<file path="config.mk">
export PLATFORM = sky130hd
export DESIGN_NAME = puf_challenge_ctrl
export DESIGN_NICKNAME = d
export VERILOG_FILES = /design/src/rtl/puf_challenge_ctrl.sv
export SDC_FILE = /design/constraint.sdc
export NUM_CORES = 1
export LEC_CHECK = 0
export ABC_AREA = 1
export BUFFER_PORTS_ARGS = -buffer_cell sky130_fd_sc_hd__buf_2
export CAP_MARGIN = 20
export CORE_UTILIZATION = 45
export CTS_CLUSTER_DIAMETER = 40
export DETAILED_ROUTE_END_ITERATION = 8
export GPL_TIMING_DRIVEN = 0
export PLACE_DENSITY = 0.76
export SLEW_MARGIN = 20
export SYNTH_ARGS = -nofsm -noshare
export SYNTH_HDL_FRONTEND = slang
export SYNTH_SLANG_ARGS = --single-unit
</file>
<file path="constraint.sdc">
create_clock -name clk -period 6.5 [get_ports clk]
set_input_delay 0.65 -clock clk [delete_from_list [all_inputs] [get_ports clk]]
set_output_delay 0.65 -clock clk [all_outputs]
set_load 0.005 [all_outputs]
</file>
<file path="src/rtl/puf_challenge_ctrl.sv">
// puf_challenge_ctrl: arbiter-PUF challenge sequencer (clear, race, sample, respond).
// Define PUF_MAJORITY_EN to evaluate each challenge REPEAT times and report the majority.
module puf_challenge_ctrl #(
    parameter int N          = 128,
    parameter int CLEAR_CYC  = 2,
    parameter int SETTLE_CYC = 4,
    parameter int REPEAT     = 5
) (
    input  logic         clk,
    input  logic         reset,
    input  logic         chal_valid,
    output logic         chal_ready,
    input  logic [N-1:0] chal_data,
    output logic [N-1:0] puf_sel,
    output logic         puf_in,
    output logic         puf_reset,
    input  logic         puf_out,
    output logic         resp_valid,
    input  logic         resp_ready,
    output logic         resp_bit,
    output logic [7:0]   resp_ones
);
`ifdef PUF_MAJORITY_EN
    localparam int EVALS = REPEAT;
`else
    localparam int EVALS = 1;
`endif
    localparam logic [7:0] CLR_LAST  = 8'(CLEAR_CYC - 1);
    localparam logic [7:0] SET_LAST  = 8'(SETTLE_CYC - 1);
    localparam logic [7:0] EVAL_LAST = 8'(EVALS - 1);
    localparam logic [7:0] HALF      = 8'(EVALS / 2);
    if (CLEAR_CYC < 1 || CLEAR_CYC > 255) begin : g_bad_clear
        $error("CLEAR_CYC must be 1..255");
    end
    if (SETTLE_CYC < 2 || SETTLE_CYC > 255) begin : g_bad_settle
        $error("SETTLE_CYC must be 2..255");
    end
`ifdef PUF_MAJORITY_EN
    if (REPEAT < 1 || REPEAT > 255 || REPEAT % 2 == 0) begin : g_bad_repeat
        $error("REPEAT must be odd and 1..255");
    end
`endif
    typedef enum logic [2:0] {IDLE, CLEAR, SETTLE, SAMPLE, DONE} state_t;
    state_t     state, state_nxt;
    logic [7:0] cyc, evals, ones, ones_nxt;
    logic [1:0] sync;
    logic       ready_q;
    logic       accept;
    assign accept   = state == IDLE && chal_valid && chal_ready;
    assign ones_nxt = ones + {7'd0, sync[1]};
    always_ff @(posedge clk or posedge reset) begin
        if (reset) state <= IDLE;
        else state <= state_nxt;
    end
    always_comb begin
        state_nxt = state;
        case (state)
            IDLE:    state_nxt = accept ? CLEAR : IDLE;
            CLEAR:   state_nxt = cyc == CLR_LAST ? SETTLE : CLEAR;
            SETTLE:  state_nxt = cyc == SET_LAST ? SAMPLE : SETTLE;
            SAMPLE:  state_nxt = evals == EVAL_LAST ? DONE : CLEAR;
            DONE:    state_nxt = resp_ready ? IDLE : DONE;
            default: state_nxt = IDLE;
        endcase
    end
    always_comb begin
        puf_in     = state == SETTLE || state == SAMPLE;
        puf_reset  = !(state == SETTLE || state == SAMPLE);
        resp_valid = state == DONE;
        chal_ready = ready_q;
        resp_ones  = ones;
    end
    // ready is registered so it stays low while reset is held and rises on the first edge after
    always_ff @(posedge clk or posedge reset) begin
        if (reset) begin
            ready_q  <= 1'b0;
            sync     <= 2'b00;
            cyc      <= 8'd0;
            evals    <= 8'd0;
            ones     <= 8'd0;
            puf_sel  <= '0;
            resp_bit <= 1'b0;
        end else begin
            ready_q <= state_nxt == IDLE;
            sync    <= {sync[0], puf_out};
            cyc     <= state_nxt != state ? 8'd0 : cyc + 8'd1;
            puf_sel <= accept ? chal_data : puf_sel;
            evals   <= accept ? 8'd0 : state == SAMPLE ? evals + 8'd1 : evals;
            ones    <= accept ? 8'd0 : state == SAMPLE ? ones_nxt : ones;
            resp_bit <= state == SAMPLE && evals == EVAL_LAST ? ones_nxt > HALF : resp_bit;
        end
    end
endmodule

</file>
==> impl_metrics.py, run 1 <==
metrics = {
    "clock_tree": {
        "htree_levels": 4,
        "clock_sinks": 159,
        "cts_buffer_depth": 2,
        "ctsResizeCount": 0,
        "cts_buffers": 17,
        "cts-root-buf": "clkbuf_16",
        "worstSkewPairLatency_ns": 0.42,
        "tritoncts": "built",
        "cts_hold_buf": 0,
        "clk_pin_slew_ns": 0.06,
        "post_cts_buffers": 0,
    },
    "setup_path": {
        "worstSetupPathType": "flip-flop to output port",
        "max_stage_delay_ns": 0.45,
        "required_ns": 5.85,
        "path_max_fanout": 5,
        "path_cells": "nor2_1, nand2_1, inv_1, buf_2",
        "critPathCaptureType": "output port",
        "startpoint_type": "flip-flop",
        "crit_family": "flip-flops",
        "crit_buf_inv": 2,
        "cp_data_arrival_time_ns": 1.31,
        "cpMaxStageDelayCell": "dfrtp_1",
    },
    "power_and_ir_drop": {
        "pwr-share-comb": 0.348,
        "pwr_density_cell_mw_per_mm2": 460,
        "peakVddDrop_mv": 0.242,
        "p_switching_mw": 1.42,
        "pwr-share-seq": 0.408,
        "p_sw_frac": 0.358,
        "internal_power_mw": 2.54,
        "clockPowerShare": 0.244,
        "finalPower_mw": 3.96,
        "total_leakage_power_nw": 5.06,
    },
    "cells_and_area": {
        "stdcell_count": 1235,
        "area_growth_syn_to_layout_pct": 34.4,
        "finalInstanceArea_mm2": 0.00862,
        "drive_gt1_frac": 0.323,
        "finalNetCount": 1180,
        "fin_util": 0.621,
    },
    "sta": {
        "hold_violations": 0,
        "setup_viol": 0,
        "fin_skew_ns": 0.00486,
        "finalCritPeriodShare": 0.301,
        "layout_setup_ws_ns": 4.54,
        "slew-limit-headroom": 0.641,
        "final_max_slew_viol_count": 0,
        "holdWs_ns": 0.299,
        "rsz0062_at_grt": "no",
        "min_period_ns": 1.96,
        "max_clock_freq_ghz": 0.510,
        "setup_tns_ns": 0,
        "tightest_slew_ns": 0.538,
    },
    "yosys": {
        "netlist-cell-type-count": 22,
        "ys_ff_latch": 159,
        "synth_area_mm2": 0.00641,
        "synth_top_family_by_area": "simple AND/OR/NAND/NOR gates",
        "yosys_warnings": 0,
        "synth_adder_area_share": 0.0117,
        "postSynthCellCount": 748,
        "synth-simple-area-share": 0.294,
        "muxShareOfSynthArea": 0,
        "ys_seq_area_frac": 0.620,
        "syn_area_per_cell_um2": 8.57,
        "synthXorXnorAreaFrac": 0.0109,
        "synthesis.nets": 887,
        "synth-compound-area-share": 0.0189,
    },
    "floorplan": {
        "ios": 274,
        "rows": 43,
        "core_mm2": 0.0139,
        "die_h_um": 121,
        "initial_core_util": 0.462,
        "dieArea_mm2": 0.0147,
        "fp.dieW_um": 121,
    },
    "placement": {
        "io_buffer_count": 273,
        "placed_area_mm2": 0.00804,
        "dp_cells": 1202,
        "pre_cts_slack_ns": 4.50,
        "dp_hpwl_um": 12000,
        "gp_congestion": 0.823,
    },
    "global_route": {
        "grt_use_total": 0.229,
        "antenna_found_initial": 1,
        "grt_start_max_net_pins": 82,
        "grt_pass1_wl_um": 26000,
        "grt-ovfl-total": 0,
        "grt_pass1_vias": 5466,
    },
    "outcome": {
        "status": "complete, no violations",
    },
    "detailed_routing": {
        "via_count": 5678,
        "postRouteAntennaNets": 0,
        "viasPerCell": 4.60,
        "routed_wl_um": 16300,
        "drt_iter0_drc": 292,
        "firstDrtPassIters": 5,
        "drcViolationCount": 0,
        "avgRoutedWirePerCell_um": 13.2,
    },
    "hold_path": {
        "hp-class": "input port to async pin",
    },
    "run": {
        "cap_violations": 0,
    },
}
==> kinds of logic after synthesis <==
kind of cell,after synthesis
AO/OA/AOI/OAI,23
buffers and inverters,65
AND/OR/NAND/NOR,487
XOR/XNOR,8
adder cells (fa/ha/maj),6
flip-flops,159
==> worst paths after layout <==
kind	slack [ns]	endpoint	startpoint	depth (start not counted)
worst max-delay path	4.54	resp_valid	state[1]	4
worst max register to register	4.63	puf_sel[46]	state[1]	7
worst min-delay path	0.30	puf_sel[7]	reset	2
worst min register to register	0.35	sync[1]	sync[0]	0
min in group clk	0.34	sync[0]	puf_out	1
max in group asynchronous	5.42	puf_sel[62]	reset	3
==> synth_stat cells, drive strengths merged <==
master,instances,area [um2]
a21oi,5,25.0
clkbuf,1,3.75
xor2,5,43.8
dfrtp,159,3980
nor3b,1,7.51
o22ai,3,18.8
nand4,4,25.0
xnor2,3,26.3
nor3,5,30.0
o211ai,1,7.51
nand2,424,1600
buf,29,145
o21ai,14,70.1
nand3,20,105
nor2,33,124
inv,35,131
ha,6,75.1
==> power by group through the flow <==
stage / Combinational, mW / Sequential [mW] / Clock, mW
after global routing: 1.59 / 1.67 / 1.03
after detailed placement: 1.41 / 1.62 / 0
after CTS: 1.41 / 1.62 / 0.990
after global placement: 1.37 / 1.61 / 0
after floorplan: 0.702 / 1.66 / 0
final: 1.38 / 1.62 / 0.966
==> per-layer routing <==
| metal | track usage | up-vias | part of all wire | wire, um |
|---|---|---|---|---|
| met3 | 0.0710 | 32 | 0.075 | 1220 |
| met4 | 0.0988 | 0 | 0.024 | 388 |
| met2 | 0.385 | 216 | 0.50 | 8120 |
| li1 | - | 2875 | - | - |
| met5 | 0 | - | 0 | 0 |
| met1 | 0.270 | 2555 | 0.40 | 6580 |
==> flip-flops by register name, indices dropped and copies added (netlist names) <==
name and cells:
puf_sel 128, cyc 8, evals 8, resp_ones 8, state 3, sync 2
chal_ready 1, resp_bit 1
==> cell usage in the layout, fill, tap and decap left out, types with 2 or more instances in the layout <==
cell,count
o21ai_0,13
nor2_1,33
xor2_1,5
ha_1,6
o22ai_1,3
nor3_1,4
clkinv_4,4
clkinv_2,3
buf_2,302
nand4_1,4
dfrtp_1,159
clkbuf_16,17
bufinv_16,2
nand2_2,2
nand2_1,422
nand3_1,19
inv_2,2
clkinvlp_4,3
clkbuf_1,3
inv_1,32
xnor2_1,3
a21oi_1,5
==> area by class of cell <==
cell class	instances	area [um2]
Multi-Input combinational cell	524	2150
Buffer	30	149
Antenna cell	1	2.50
Inverter	35	139
Sequential cell	159	3980
Clock inverter	13	141
Timing Repair Buffer	274	1390
Fill cell	1245	5260
Tap cell	180	225
Clock buffer	19	433
No activity file was read; power rests on OpenSTA's default activity.
==> run 2: changes to the inputs <==
==> constraint.sdc (replaced) <==
create_clock -name clk -period 1.92 [get_ports clk]
set_input_delay 0.192 -clock clk [delete_from_list [all_inputs] [get_ports clk]]
set_output_delay 0.192 -clock clk [all_outputs]
set_load 0.005 [all_outputs]
==> impl_metrics.py, run 2 (synthesis results as in run 1) <==
metrics = {
    "power_and_ir_drop": {
        "clockPowerShare": 0.252,
        "finalPower_mw": 14.3,
        "internal_power_mw": 9.11,
        "peakVddDrop_mv": 0.755,
        "total_leakage_power_nw": 5.66,
        "pwr-share-seq": 0.388,
        "p_sw_frac": 0.363,
        "p_switching_mw": 5.19,
        "pwr_density_cell_mw_per_mm2": 1430,
        "pwr-share-comb": 0.360,
    },
    "sta": {
        "tightest_slew_ns": 0.587,
        "setup_viol": 0,
        "max_clock_freq_ghz": 0.559,
        "rsz0062_at_grt": "no",
        "slew-limit-headroom": 0.608,
        "hold_violations": 0,
        "final_max_slew_viol_count": 0,
        "min_period_ns": 1.79,
        "finalCritPeriodShare": 0.931,
        "fin_skew_ns": 0.0123,
    },
    "global_route": {
        "grt_pass1_wl_um": 32000,
        "grt_pass1_vias": 6687,
        "antenna_found_initial": 0,
        "grt_use_total": 0.285,
        "grt-ovfl-total": 0,
        "grt_start_max_net_pins": 32,
    },
    "cells_and_area": {
        "area_growth_syn_to_layout_pct": 56.3,
        "fillCellCount": 934,
        "layout_common_cells": "nand2_1 (422), buf_2 (302), dfrtp_1 (159)",
        "final_common_cell": "nand2_1",
        "drive_gt1_frac": 0.290,
        "largest_register_ffs": 128,
        "regMostFlops": "puf_sel",
        "antenna_cells": 0,
        "finalNetCount": 1312,
        "stdcell_count": 1365,
    },
    "setup_path": {
        "startpoint_type": "flip-flop",
        "r2r_end": "puf_sel[2]",
        "cp_data_arrival_time_ns": 2.15,
        "worstSetupPathType": "flip-flop to flip-flop",
        "reg2reg_from": "state[1]",
        "r2r_setup_slack_ns": 0.13,
        "required_ns": 2.28,
        "endpoint": "puf_sel[2]",
        "critPathCaptureType": "flip-flop",
        "path_max_fanout": 10,
        "worstRegToRegCells": 7,
        "startpoint": "state[1]",
    },
    "detailed_routing": {
        "routed_wl_um": 20400,
        "drt_iter0_drc": 319,
        "avgRoutedWirePerCell_um": 14.9,
        "drcViolationCount": 0,
        "via_count": 6527,
        "firstDrtPassIters": 5,
        "postRouteAntennaNets": 0,
        "viasPerCell": 4.78,
    },
    "clock_tree": {
        "worstSkewPairLatency_ns": 0.42,
        "cts_buffers": 17,
        "clk_pin_slew_ns": 0.06,
        "tritoncts": "built",
        "post_cts_buffers": 0,
        "clock_sinks": 159,
        "htree_levels": 4,
        "cts-root-buf": "clkbuf_16",
        "cts_buffer_depth": 2,
    },
    "placement": {
        "gp_congestion": 0.789,
        "io_buffer_count": 273,
        "dp_cells": 1206,
        "dp_hpwl_um": 12500,
    },
    "floorplan": {
        "die_h_um": 121,
        "core_mm2": 0.0139,
        "rows": 43,
        "fp.dieW_um": 121,
        "ios": 274,
        "initial_core_util": 0.462,
        "dieArea_mm2": 0.0147,
    },
    "run": {
        "cap_violations": 0,
    },
    "hold_path": {
        "whs_path_depth": 3,
        "hp-class": "input port to flip-flop",
    },
    "outcome": {
        "status": "complete, no violations",
    },
}
-- run 2: changes by cell type in the layout (fill, tap and decap cells not counted), sizes merged --
cell	change
dlygate4sd3	+128
buf	+4
bufinv	+2
clkinv	-2
clkinvlp	-1
diode	-1
-- run 2: power by group through the flow --
stage,Combinational (mW),Sequential (mW),Clock (mW)
after floorplan,2.38,5.62,0
after global placement,4.64,5.47,0
after detailed placement,4.82,5.50,0
after CTS,5.02,5.49,3.63
after global routing,5.79,5.69,3.81
final,5.15,5.55,3.60
-- run 2: how the worst min path moves through the flow --
stage | startpoint | to | slack, ns
2_1_floorplan | puf_out | sync[0] | 0.22
4_1_cts | chal_data[8] | puf_sel[8] | 0.005
5_1_grt | chal_data[8] | puf_sel[8] | 0.008
3_3_place_gp | puf_out | sync[0] | 0.31
6_report | chal_data[8] | puf_sel[8] | 0.01
3_5_place_dp | reset | puf_sel[100] | 0.29
-- run 2: area by class of cell --
| class | instances | area, um2 | share of cell area |
|---|---|---|---|
| multi-input cells | 524 | 2150 | 0.215 |
| repair buffers | 406 | 2760 | 0.275 |
| clock buffers | 19 | 443 | 0.0442 |
| well taps | 180 | 225 | 0.0225 |
| plain buffers | 30 | 149 | 0.0149 |
| clock inverters | 12 | 185 | 0.0185 |
| flip-flops and latches | 159 | 3980 | 0.397 |
| inverters | 35 | 135 | 0.0135 |
-- run 2: what timing repair did --
action                     CTS  global route
gates resized for setup      0             0
setup endpoints to repair    0             0
hold endpoints to repair   148             0
hold buffers               128             0
-- run 2: stage by stage --
step	util	hold WS [ns]	cell area [um2]	setup TNS (ns)	setup slack [ns]
6_report	0.722	0.0126	10000	0	0.132
3_3_place_gp	0.577	0.309	8010	-205.84	-1.30
3_5_place_dp	0.585	0.287	8120	0	0.155
2_1_floorplan	-	0.223	6420	-45.61	-0.287
4_1_cts	0.722	0.00502	10000	0	0.138
5_1_grt	0.722	0.00753	10000	0	0.00421
-- run 2: metal layers --
| layer | up-vias | routed length [um] | GRT usage |
|---|---|---|---|
| li1 | 3128 | - | - |
| met1 | 3027 | 7660 | 0.294 |
| met2 | 293 | 10400 | 0.513 |
| met3 | 79 | 1330 | 0.0780 |
| met4 | 0 | 994 | 0.171 |
| met5 | - | 0 | 0 |
-- run 2: critical path, stage by stage, from the launching register on --
cell,delay [ns]
dfrtp_1,0.44
nor2_1,0.16
inv_1,0.05
nor2_1,0.24
buf_2,0.32
buf_2,0.30
nand2_1,0.12
nand2_1,0.09
==> run 3: changes to the inputs <==
--- a/config.mk
+++ b/config.mk
@@ -8,11 +8,11 @@
 export ABC_AREA = 1
 export BUFFER_PORTS_ARGS = -buffer_cell sky130_fd_sc_hd__buf_2
 export CAP_MARGIN = 20
-export CORE_UTILIZATION = 45
+export CORE_UTILIZATION = 39
 export CTS_CLUSTER_DIAMETER = 40
 export DETAILED_ROUTE_END_ITERATION = 8
 export GPL_TIMING_DRIVEN = 0
-export PLACE_DENSITY = 0.76
+export PLACE_DENSITY = 0.67
 export SLEW_MARGIN = 20
 export SYNTH_ARGS = -nofsm -noshare
 export SYNTH_HDL_FRONTEND = slang
==> impl_metrics.py, run 3 (synthesis results as in run 1) <==
metrics = {
    "outcome": {
        "status": "complete, no violations",
    },
    "cells_and_area": {
        "layout_common_cells": "nand2_1 (422), buf_2 (301), dfrtp_1 (159)",
        "multiInputGateArea_mm2": 0.00216,
        "seq_area_mm2": 0.00398,
        "area_growth_syn_to_layout_pct": 57.8,
        "fillCellCount": 1270,
        "final_common_cell": "nand2_1",
        "finalNetCount": 1313,
        "antenna_cells": 0,
        "drive_gt1_frac": 0.291,
        "regMostFlops": "puf_sel",
        "largest_register_ffs": 128,
        "stdcell_count": 1403,
    },
    "clock_tree": {
        "tritoncts": "built",
        "post_cts_buffers": 0,
        "clk_pin_slew_ns": 0.06,
        "cts_buffer_depth": 2,
        "cts-root-buf": "clkbuf_16",
        "cts_buffers": 17,
        "clock_sinks": 159,
        "htree_levels": 4,
        "worstSkewPairLatency_ns": 0.42,
    },
    "power_and_ir_drop": {
        "p_switching_mw": 5.06,
        "internal_power_mw": 9.34,
        "total_leakage_power_nw": 5.68,
        "peakVddDrop_mv": 0.714,
        "pwr-share-comb": 0.351,
        "pwr_density_cell_mw_per_mm2": 1420,
        "p_sw_frac": 0.351,
        "pwr-share-seq": 0.383,
        "clockPowerShare": 0.266,
    },
    "sta": {
        "rsz0062_at_grt": "no",
        "tightest_slew_ns": 0.399,
        "fin_skew_ns": 0.00800,
        "final_max_slew_viol_count": 0,
        "max_clock_freq_ghz": 0.592,
        "setup_tns_ns": 0,
        "min_period_ns": 1.69,
        "hold_violations": 0,
        "layout_setup_ws_ns": 0.231,
        "finalCritPeriodShare": 0.880,
        "slew-limit-headroom": 0.732,
        "setup_viol": 0,
    },
    "setup_path": {
        "max_stage_delay_ns": 0.45,
        "crit_family": "buffers and inverters",
        "cp_data_arrival_time_ns": 2.00,
        "startpoint_type": "flip-flop",
        "path_cells": "nor2_1, inv_1, nor2_2, inv_1, buf_2, buf_2, nand2_1, nand2_1",
        "critPathCaptureType": "flip-flop",
        "cpMaxStageDelayCell": "dfrtp_1",
        "required_ns": 2.23,
        "path_max_fanout": 10,
        "worstSetupPathType": "flip-flop to flip-flop",
        "crit_buf_inv": 4,
    },
    "detailed_routing": {
        "postRouteAntennaNets": 0,
        "avgRoutedWirePerCell_um": 14.0,
        "viasPerCell": 4.56,
        "drcViolationCount": 0,
        "drt_iter0_drc": 268,
        "routed_wl_um": 19700,
        "via_count": 6394,
        "firstDrtPassIters": 4,
    },
    "global_route": {
        "grt_pass1_vias": 6282,
        "grt_use_total": 0.235,
        "grt_pass1_wl_um": 30500,
        "grt-ovfl-total": 0,
        "grt_start_max_net_pins": 34,
        "antenna_found_initial": 0,
    },
    "placement": {
        "pre_cts_slack_ns": 0.130,
        "dp_cells": 1242,
        "gp_congestion": 0.797,
        "dp_hpwl_um": 13000,
        "io_buffer_count": 273,
    },
    "floorplan": {
        "ios": 274,
        "rows": 46,
        "dieArea_mm2": 0.0170,
        "initial_core_util": 0.402,
        "fp.dieW_um": 130,
        "core_mm2": 0.0159,
        "die_h_um": 130,
    },
    "hold_path": {
        "hp-class": "input port to flip-flop",
    },
    "run": {
        "cap_violations": 0,
    },
}
## run 3: cell types whose count changed in the layout (fill, tap and decap cells not counted), sizes merged
cell         before  now
bufinv            4    6
clkinvlp          2    3
clkbuf           20   21
clkinv            5    3
dlygate4sd3     128  129
buf             307  306
## run 3: path summary, 6_finish.rpt
check                           cells after the start  startpoint  slack [ns]      endpoint
worst min register to register                      0     sync[0]        0.36       sync[1]
worst max-delay path                                8    state[0]        0.23   puf_sel[57]
min in group asynchronous                           3       reset        0.26  puf_sel[104]
max in group asynchronous                           6       reset        0.77   puf_sel[27]
worst max register to register                      8    state[0]        0.23   puf_sel[57]
worst min-delay path                                2  resp_ready        0.04      state[2]
## run 3: power groups by stage
stage / sequential [mW] / combinational (mW) / clock [mW]
after detailed placement: 5.50 / 4.83 / 0
final: 5.51 / 5.05 / 3.83
after CTS: 5.48 / 5.03 / 3.93
after global routing: 5.67 / 5.78 / 4.07
after floorplan: 5.62 / 2.38 / 0
after global placement: 5.48 / 4.69 / 0
## run 3: layout make-up
| class | instances | area share |
|---|---|---|
| Multi-Input combinational cell | 524 | 0.213 |
| Inverter | 35 | 0.0134 |
| Timing Repair Buffer | 407 | 0.273 |
| Clock inverter | 13 | 0.0232 |
| Tap cell | 216 | 0.0267 |
| Buffer | 30 | 0.0150 |
| Sequential cell | 159 | 0.393 |
| Clock buffer | 19 | 0.0428 |
## run 3: metal layers
layer  part of all wire  vias up  GRT usage
met5                  0        -          0
met4              0.022        0     0.0978
met3              0.071       38     0.0619
met2               0.51      235      0.416
met1               0.40     2989      0.268
li1                   -     3132          -
## run 3: stage by stage
stage                      util  total power [mW]  hold slack [ns]  area (um2)
after floorplan               -              8.00            0.223        6420
after global placement    0.505              10.2            0.305        8050
after detailed placement  0.511              10.3            0.162        8150
after CTS                 0.634              14.4           0.0161       10100
after global routing      0.635              15.5           0.0429       10100
final                     0.635              14.4           0.0407       10100
## run 3: repair_timing
item / in CTS / in global routing
setup endpoints to repair: 0 / 40
hold endpoints to repair: 184 / 0
hold buffers: 129 / 0
resized for setup: 0 / 2
## run 3: worst reg2reg max path: stages, from the launching register on
cell and delay (ns):
dfrtp_1 0.45, nor2_1 0.16, inv_1 0.07, nor2_2 0.19, inv_1 0.08, buf_2 0.23, buf_2 0.23, nand2_1 0.10
nand2_1 0.06
